File: config.mk
export PLATFORM = sky130hd
export DESIGN_NAME = ryu_jump_motion_flat
export DESIGN_NICKNAME = d
export VERILOG_FILES = /design/src/rtl/ryu_pkg.sv /design/src/rtl/ryu_jump_motion_if.sv /design/src/rtl/ryu_jump_motion_vsync_edge_detect.sv /design/src/rtl/ryu_jump_motion.sv /design/src/flat_wrapper.sv
export SDC_FILE = /design/constraint.sdc
export NUM_CORES = 1
export LEC_CHECK = 0
export BUFFER_PORTS_ARGS = -buffer_cell sky130_fd_sc_hd__buf_2
export CORE_MARGIN = 5
export CORE_UTILIZATION = 55
export CTS_CLUSTER_DIAMETER = 200
export CTS_CLUSTER_SIZE = 12
export DETAILED_ROUTE_END_ITERATION = 10
export MAX_ROUTING_LAYER = met4
export PLACE_DENSITY = 0.81
export SETUP_SLACK_MARGIN = 0.02
export SYNTH_ARGS = -nofsm -noshare
export SYNTH_HDL_FRONTEND = slang
export SYNTH_SLANG_ARGS = --single-unit
File: constraint.sdc
create_clock -name vga_clk -period 5.5 [get_ports vga_clk]
set_input_delay 1.1 -clock vga_clk [delete_from_list [all_inputs] [get_ports vga_clk]]
set_output_delay 1.1 -clock vga_clk [all_outputs]
set_load 0.1 [all_outputs]
File: src/rtl/ryu_pkg.sv
// Shared types and screen geometry for the Ryu sprite pipeline.
// Included by the motion controller and the renderers.
package ryu_pkg;

    typedef enum logic [1:0] {GROUND, AIR, LAND} ryu_motion_t;

    localparam int SPRITE_W = 108;
    localparam int SPRITE_H = 144;
    localparam int SCREEN_W = 640;
    localparam int SCREEN_H = 480;

endpackage

File: src/rtl/ryu_jump_motion_if.sv
// Frame inputs (vsync, keys) and registered sprite placement outputs of the motion controller.
// master drives keys/vsync; slave is the controller.
interface ryu_jump_motion_if;

    logic       vsync;
    logic       key_left;
    logic       key_right;
    logic       key_jump;
    logic [9:0] RyuX;
    logic [9:0] RyuY;
    logic       jump_active;
    logic       landed;

    modport master (
        output vsync, key_left, key_right, key_jump,
        input  RyuX, RyuY, jump_active, landed
    );

    modport slave (
        input  vsync, key_left, key_right, key_jump,
        output RyuX, RyuY, jump_active, landed
    );

endinterface

File: src/rtl/ryu_jump_motion_vsync_edge_detect.sv
// Frame tick from the vsync falling edge; tick is combinational off the registered vsync.
// Latency 0 from the low vsync sample, no backpressure.
module vsync_edge_detect (
    input  logic vga_clk,
    input  logic Reset,
    input  logic vsync,
    output logic tick
);

    logic vsync_q;
    logic vsync_d;

    always_comb vsync_d = vsync;

    // Reset to 1 so a vsync already low out of reset still yields one tick.
    always_ff @(posedge vga_clk) begin
        if (Reset) vsync_q <= 1'b1;
        else       vsync_q <= vsync_d;
    end

    assign tick = vsync_q & ~vsync;

endmodule

File: src/rtl/ryu_jump_motion.sv
// Per-frame position and jump physics for Ryu; outputs registered, 1 vga_clk after the vsync fall.
// No backpressure: keys are levels sampled on each frame tick.
module ryu_jump_motion #(
    parameter int START_X   = 100,
    parameter int GROUND_Y  = 300,
    parameter int X_MIN     = 0,
    parameter int X_MAX     = 532,
    parameter int WALK_STEP = 3,
    parameter int JUMP_V0   = 16,
    parameter int GRAVITY   = 1
) (
    input  logic               vga_clk,
    input  logic               Reset,
    ryu_jump_motion_if.slave   io
);
    import ryu_pkg::*;

    localparam logic signed [10:0] X_MIN_S    = 11'(X_MIN);
    localparam logic signed [10:0] X_MAX_S    = 11'(X_MAX);
    localparam logic signed [10:0] STEP_S     = 11'(WALK_STEP);
    localparam logic signed [10:0] GROUND_Y_S = 11'(GROUND_Y);
    localparam logic signed [7:0]  VY_TAKEOFF = 8'(-JUMP_V0);
    localparam logic signed [8:0]  GRAVITY_S  = 9'(GRAVITY);

    logic tick;

    vsync_edge_detect u_vsync_edge (
        .vga_clk (vga_clk),
        .Reset   (Reset),
        .vsync   (io.vsync),
        .tick    (tick)
    );

    ryu_motion_t        state_q, state_d;
    logic [9:0]         x_q, x_d;
    logic [9:0]         y_q, y_d;
    logic signed [7:0]  vy_q, vy_d;
    logic [1:0]         air_dir_q, air_dir_d;
    logic               jump_active_q, jump_active_d;
    logic               landed_q, landed_d;

    logic               walk_l, walk_r;
    logic signed [10:0] x_wide;
    logic [9:0]         x_walk;
    logic signed [10:0] next_y;
    logic signed [8:0]  vy_sum;
    logic signed [7:0]  vy_sat;

    // Airborne motion follows the direction latched at takeoff, not the live keys.
    always_comb begin
        walk_l = io.key_left;
        walk_r = io.key_right;
        if (state_q == AIR) begin
            walk_l = air_dir_q[1];
            walk_r = air_dir_q[0];
        end
        x_wide = $signed({1'b0, x_q});
        if (walk_l & ~walk_r)      x_wide = x_wide - STEP_S;
        else if (walk_r & ~walk_l) x_wide = x_wide + STEP_S;
        if (x_wide < X_MIN_S)      x_walk = X_MIN_S[9:0];
        else if (x_wide > X_MAX_S) x_walk = X_MAX_S[9:0];
        else                       x_walk = x_wide[9:0];
    end

    always_comb begin
        next_y = $signed({1'b0, y_q}) + $signed({{3{vy_q[7]}}, vy_q});
        vy_sum = $signed({vy_q[7], vy_q}) + GRAVITY_S;
        if (vy_sum > 9'sd127)       vy_sat = 8'sd127;
        else if (vy_sum < -9'sd128) vy_sat = -8'sd128;
        else                        vy_sat = vy_sum[7:0];
    end

    always_comb begin
        state_d       = state_q;
        x_d           = x_q;
        y_d           = y_q;
        vy_d          = vy_q;
        air_dir_d     = air_dir_q;
        jump_active_d = jump_active_q;
        landed_d      = 1'b0;
        if (tick) begin
            case (state_q)
                GROUND: begin
                    if (io.key_jump) begin
                        vy_d          = VY_TAKEOFF;
                        air_dir_d     = {io.key_left, io.key_right};
                        state_d       = AIR;
                        jump_active_d = 1'b1;
                    end else begin
                        x_d = x_walk;
                    end
                end
                AIR: begin
                    x_d  = x_walk;
                    vy_d = vy_sat;
                    if (next_y < 11'sd0) begin
                        y_d  = '0;
                        vy_d = '0;
                    end else if (!vy_q[7] && next_y >= GROUND_Y_S) begin
                        y_d           = GROUND_Y_S[9:0];
                        vy_d          = '0;
                        state_d       = LAND;
                        jump_active_d = 1'b0;
                        landed_d      = 1'b1;
                    end else begin
                        y_d = next_y[9:0];
                    end
                end
                LAND: begin
                    x_d     = x_walk;
                    state_d = GROUND;
                end
                default: state_d = GROUND;
            endcase
        end
    end

    always_ff @(posedge vga_clk) begin
        if (Reset) begin
            state_q       <= GROUND;
            x_q           <= 10'(START_X);
            y_q           <= 10'(GROUND_Y);
            vy_q          <= '0;
            air_dir_q     <= '0;
            jump_active_q <= 1'b0;
            landed_q      <= 1'b0;
        end else begin
            state_q       <= state_d;
            x_q           <= x_d;
            y_q           <= y_d;
            vy_q          <= vy_d;
            air_dir_q     <= air_dir_d;
            jump_active_q <= jump_active_d;
            landed_q      <= landed_d;
        end
    end

    assign io.RyuX        = x_q;
    assign io.RyuY        = y_q;
    assign io.jump_active = jump_active_q;
    assign io.landed      = landed_q;

endmodule
File: src/flat_wrapper.sv
// flat-port wrapper written by rule: the top's interface ports become plain ports
module ryu_jump_motion_flat import ryu_pkg::*;
#(
    parameter int START_X   = 100,
    parameter int GROUND_Y  = 300,
    parameter int X_MIN     = 0,
    parameter int X_MAX     = 532,
    parameter int WALK_STEP = 3,
    parameter int JUMP_V0   = 16,
    parameter int GRAVITY   = 1
)
  (vga_clk, Reset, io_vsync, io_key_left, io_key_right, io_key_jump, io_RyuX, io_RyuY, io_jump_active, io_landed);
  ryu_jump_motion_if io_i ();
  input  logic vga_clk;
  input  logic Reset;
  input wire logic [$bits(io_i.vsync)-1:0] io_vsync;
  input wire logic [$bits(io_i.key_left)-1:0] io_key_left;
  input wire logic [$bits(io_i.key_right)-1:0] io_key_right;
  input wire logic [$bits(io_i.key_jump)-1:0] io_key_jump;
  output wire logic [$bits(io_i.RyuX)-1:0] io_RyuX;
  output wire logic [$bits(io_i.RyuY)-1:0] io_RyuY;
  output wire logic [$bits(io_i.jump_active)-1:0] io_jump_active;
  output wire logic [$bits(io_i.landed)-1:0] io_landed;
  assign io_i.vsync = io_vsync;
  assign io_i.key_left = io_key_left;
  assign io_i.key_right = io_key_right;
  assign io_i.key_jump = io_key_jump;
  assign io_RyuX = io_i.RyuX;
  assign io_RyuY = io_i.RyuY;
  assign io_jump_active = io_i.jump_active;
  assign io_landed = io_i.landed;
  ryu_jump_motion #(.START_X(START_X), .GROUND_Y(GROUND_Y), .X_MIN(X_MIN), .X_MAX(X_MAX), .WALK_STEP(WALK_STEP), .JUMP_V0(JUMP_V0), .GRAVITY(GRAVITY)) u_core (.vga_clk(vga_clk), .Reset(Reset), .io(io_i));
endmodule
==> results of run 1 <==
cell families after synthesis:
kind of cell | count (synthesis) | share of synthesized area
mux | 3 | 0.0111
simple gates | 118 | 0.229
flops | 35 | 0.259
xor+xnor | 18 | 0.0610
compound gates | 110 | 0.298
fa+ha+maj | 15 | 0.0721
buf+inv | 40 | 0.0698
path summary, 6_finish.rpt:
check                            to  slack [ns]
setup / recovery  u_core.io.RyuX[2]        1.67
hold / removal    u_core.io.RyuY[0]        0.47
setup reg to reg  u_core.io.RyuX[2]        1.92
hold reg to reg   u_core.io.RyuY[0]        0.47
synth_stat cells, types with 2 or more instances:
library cell / count
mux2i_1: 3
o221ai_1: 2
a21o_2: 2
inv_1: 14
nor4_1: 12
o21ai_0: 16
a31oi_1: 6
ha_1: 14
nor3_1: 8
nand3_1: 10
buf_6: 4
nor2b_1: 5
a21o_1: 3
nand3b_1: 4
dfxtp_1: 35
nand2b_1: 4
o2111ai_1: 4
and2_1: 3
clkbuf_1: 16
a41oi_1: 5
a2111o_1: 3
or3_1: 3
a21oi_1: 27
o2bb2ai_1: 2
o211ai_1: 6
o21a_1: 2
nor2_1: 21
a22o_1: 3
and3_1: 2
buf_2: 4
xor2_1: 3
o22ai_1: 2
nand2_1: 28
a221o_1: 5
a211oi_1: 2
a32o_1: 3
xnor2_1: 14
o21bai_1: 2
nand4_1: 6
or2_2: 4
nor3b_1: 2
a211o_1: 2
state kept, by name, summed over array words and instances, names as in the netlist:
signal	flops
u_core.vy_q	8
u_core.io.jump_active	1
u_core.air_dir_q	2
u_core.io.landed	1
u_core.io.RyuY	10
u_core.u_vsync_edge.vsync_q	1
u_core.state_q	2
u_core.io.RyuX	10
worst register-to-register path, stage by stage, from the launching register on:
cell and delay (ns):
dfxtp_1 0.46, nand2b_1 0.25, a31oi_1 0.82, o32ai_1 0.27
a2111o_1 0.43, o31a_2 0.14, o31ai_4 0.57, a31oi_1 0.18
a211o_2 0.34
area by class of cell:
cell class,instances,area (um^2),area share
multi-input combinational,264,1820,0.630
sequential,35,701,0.243
timing repair buffer,28,143,0.0494
tap,67,83.8,0.0291
clock buffer,6,82.6,0.0286
inverter,14,52.6,0.0182
clock inverter,1,5.00,0.00173
routing by layer:
layer | track usage | vias to the layer above
met3 | 0.0448 | 13
met5 | - | -
met4 | 0.0811 | 0
li1 | - | 1291
met2 | 0.327 | 106
met1 | 0.304 | 1228
stage by stage:
step                power, mW  setup WS [ns]  cells  instance area [um^2]
detailed placement      0.466           1.49    408                  2800
global placement        0.462           1.63    408                  2800
floorplan               0.440           1.98    339                  2710
global route            0.691           1.50    415                  2890
CTS                     0.661           1.79    415                  2890
finish                  0.660           1.67    415                  2890
report_power, final:
part	switching, mW	total, mW	internal (mW)	leakage (nW)
combinational	0.128	0.180	0.0525	0.768
clock	0.0950	0.193	0.0983	0.0470
sequential	0.0211	0.286	0.265	0.284
==> impl_metrics.yaml, run 1 <==
clock_network:
  holdBufCountCts: 0
  cts_made_buffers: 5
  insertion_delay_ns: 0.29
  cts_resized: 0
  clock-root-buffer: "clkbuf_8"
  clock_path_buffers: 2
  clk_pin_slew_ns: 0.07
  postCtsSetupBuffers: 0
  cts_max_level: 2
  cts_tree: "built"
  clock_sinks: 35
floorplan:
  die_w_um: 80.2
  die_area_um2: 6430
  core_um2: 4750
  die_h_um: 80.2
  io_pins: 28
  initial_core_util: 0.569
  placementRows: 25
setup_path:
  start_kind: "primary input"
  endpoint_kind: "flip-flop"
  cp.depth: 9
  path_class: "in -> reg"
  cp-startpoint: "io_key_right"
  crit_chain: "buf_2, inv_1, a31oi_1, o32ai_1, a2111o_1, o31a_2, o31ai_4, a31oi_1, a211o_2"
  path_buf_inv: 2
  critical_path.slowest_cell: "a31oi_1"
  crit_arrival_ns: 4.02
  critPathMaxFanout: 14
  path_common_cell: "a31oi_1"
  cp_top_family: "compound AO/OA/AOI/OAI gates"
  worstRegToRegCells: 8
  required_ns: 5.68
  r2r_start: "u_core.state_q[0]"
  critical_path.max_stage_delay_ns: 0.80
route:
  wire_per_inst_um: 16.0
  drtIter0Drc: 241
  postRouteAntennaNets: 0
  dr_wl_met3_um: 485
  first_pass_iters: 5
  wl_mm: 6.62
  topRoutingLayerUsed: "met4"
  dr_wl_met2_mm: 2.86
  vias_per_cell: 6.36
  drc: 0
  num_vias: 2638
  wl_met1_mm: 3.16
global_routing:
  track_usage: 0.223
  grt_pass1_wl_mm: 11.3
  grt-ovfl-total: 0
  grt_pass1_vias: 2424
  grt_max_degree: 39
  grt_antenna_before_repair: 0
sta:
  fmax_mhz: 261
  final_hold_viol_count: 0
  rsz0062_at_grt: "no"
  fin_skew_ns: 0.00786
  finalSetupViolations: 0
  timing.slew.headroom: 0.328
  fin_crit_sh: 0.697
  timing.setup.tns_ns: 0
  holdWs_ns: 0.472
  tightestPinTransition_ns: 1.00
  report.final.slew_viol_count: 0
  min_period_ns: 3.83
logic_synthesis:
  synth_ff_type: "dfxtp_1"
  synth_area_leaders: "dfxtp_1 26%, ha_1 6.5%, a21oi_1 5.0%"
  netlist_instances: 339
  synth.distinct_cells: 65
  yosys.area.top_type: "dfxtp_1"
  syn_area_per_cell_um2: 7.99
  synth_edf_count: 0
  synthArstFlopShare: 0
  ys_ff_latch: 35
  synth_top_area_share: 0.259
  synthesis.nets: 360
  synth.yosys.warnings: 0
  yosysSeqAreaShare: 0.259
  synth.cell_area_um2: 2710
hold_path:
  hp-start: "u_core.io.RyuY[0]"
  min_path_cells: 2
  hold_path_class: "reg -> reg"
place:
  numPortBuffers: 27
  dpl.hpwl_mm: 4.71
  gp_congestion: 0.884
finish:
  final_cell_mix: "35 x dfxtp_1, 28 x nand2_1, 27 x a21oi_1, 27 x buf_2, 21 x nor2_1"
  drive_above_1_share: 0.144
  nFillCells: 445
  final_common_cell: "dfxtp_1"
  syn_to_final_growth_pct: 6.56
  final_core_util: 0.607
  diodes: 0
  layout.nets: 369
flow_run:
  maxCapViolCount: 0
power:
  p_per_area_nw_per_um2: 229
  leakage_nw: 1.10
  vdd_ir_drop_max_v: 0.000161
status:
  status: "complete, no violations"
No activity file was read; power rests on OpenSTA's default activity.
==> inputs of run 2 (changes only) <==
==> constraint.sdc (replaced) <==
create_clock -name vga_clk -period 3.55 [get_ports vga_clk]
set_input_delay 0.71 -clock vga_clk [delete_from_list [all_inputs] [get_ports vga_clk]]
set_output_delay 0.71 -clock vga_clk [all_outputs]
set_load 0.1 [all_outputs]
==> impl_metrics.yaml, run 2 (synthesis results as in run 1) <==
setup_path:
  r2r_end: "u_core.vy_q[6]"
  critPathMaxFanout: 8
  r2r_slack_ns: 0.39
  worstRegToRegCells: 12
  start_kind: "flip-flop"
  crit_arrival_ns: 3.34
  required_ns: 3.73
  path_class: "reg -> reg"
  endpoint_kind: "flip-flop"
  r2r_start: "u_core.vy_q[0]"
clock_network:
  holdBufCountCts: 0
  cts_resized: 0
  clk_pin_slew_ns: 0.08
  clock_path_buffers: 2
  postCtsSetupBuffers: 0
  cts_max_level: 2
  cts_tree: "built"
  insertion_delay_ns: 0.29
  cts_made_buffers: 5
  clock-root-buffer: "clkbuf_8"
  clock_sinks: 35
floorplan:
  initial_core_util: 0.569
  io_pins: 28
  die_h_um: 80.2
  placementRows: 25
  core_um2: 4750
  die_area_um2: 6430
  die_w_um: 80.2
sta:
  holdWs_ns: 0.472
  final_hold_viol_count: 0
  rsz0062_at_grt: "no"
  timing.setup.tns_ns: 0
  fmax_mhz: 317
  report.final.slew_viol_count: 0
  tightestPinTransition_ns: 0.930
  fin_crit_sh: 0.890
  min_period_ns: 3.16
  fin_skew_ns: 0.00605
  finalSetupViolations: 0
  timing.slew.headroom: 0.377
route:
  drc: 0
  wl_mm: 6.69
  first_pass_iters: 5
  postRouteAntennaNets: 0
  drtIter0Drc: 368
  vias_per_cell: 6.40
  num_vias: 2695
  wire_per_inst_um: 15.9
place:
  numPortBuffers: 27
  dpl.hpwl_mm: 4.73
  dpl-instance-area_um2: 2840
  gp_congestion: 0.971
power:
  leakage_nw: 1.13
  vdd_ir_drop_max_v: 0.000251
  p_per_area_nw_per_um2: 360
  power.total_mw: 1.06
global_routing:
  grt_max_degree: 39
  track_usage: 0.221
  grt_antenna_before_repair: 0
  grt_pass1_wl_mm: 11.1
  grt-ovfl-total: 0
  grt_pass1_vias: 2324
status:
  status: "complete, no violations"
hold_path:
  hp-start: "u_core.io.RyuY[0]"
  hold_path_class: "reg -> reg"
  min_path_cells: 2
  whs_endpoint: "u_core.io.RyuY[0]"
finish:
  final_cell_mix: "35 x dfxtp_1, 28 x nand2_1, 27 x a21oi_1, 27 x buf_2, 21 x nor2_1"
  final_core_util: 0.617
  diodes: 0
  final_area_um2: 2940
  drive_above_1_share: 0.155
  nFillCells: 448
  syn_to_final_growth_pct: 8.41
  layout.nets: 374
  final_common_cell: "dfxtp_1"
flow_run:
  maxCapViolCount: 0
==> run 2: worst max path at each step <==
stage,end,slack (ns),start,cells past startpoint
3_3_place_gp,u_core.io.RyuX[4],0.42,io_key_right,10
4_1_cts,u_core.vy_q[6],0.41,u_core.vy_q[0],12
6_report,u_core.vy_q[6],0.39,u_core.vy_q[0],12
2_1_floorplan,u_core.vy_q[6],0.03,u_core.io.RyuY[0],12
3_5_place_dp,u_core.io.RyuX[4],0.36,io_key_right,10
5_1_grt,u_core.io.RyuX[5],0.22,u_core.state_q[0],9
==> run 2: area by class of cell <==
class | count | area, um^2 | area share
sequential | 35 | 701 | 0.239
tap | 67 | 83.8 | 0.0286
multi-input combinational | 264 | 1820 | 0.619
clock buffer | 8 | 100 | 0.0341
timing repair buffer | 33 | 180 | 0.0614
inverter | 14 | 52.6 | 0.0179
==> run 2: worst max-delay path, stage by stage (launching register included) <==
cell       delay, ns
dfxtp_1         0.43
ha_1            0.24
inv_1           0.07
fa_1            0.41
nor2b_1         0.16
o2111ai_1       0.15
a21oi_1         0.23
nor2_1          0.08
xnor2_1         0.32
a211oi_2        0.12
buf_4           0.18
or2_2           0.35
a221o_1         0.33
==> run 2: where the power goes <==
group / internal [mW] / switching, mW / total, mW
clock: 0.177 / 0.151 / 0.328
sequential: 0.410 / 0.0331 / 0.443
combinational: 0.0879 / 0.196 / 0.284
==> run 2: per-layer routing <==
| metal | global-route usage | wire length [um] | up-vias |
|---|---|---|---|
| li1 | - | - | 1305 |
| met1 | 0.312 | 3240 | 1281 |
| met2 | 0.327 | 2950 | 101 |
| met3 | 0.0291 | 407 | 8 |
| met4 | 0.0676 | 94 | 0 |
| met5 | - | 0 | - |
==> run 2: metrics by stage <==
step                setup slack, ns  std cells
floorplan                    0.0310        339
global placement              0.423        413
detailed placement            0.356        413
CTS                           0.412        421
global route                  0.224        421
finish                        0.392        421
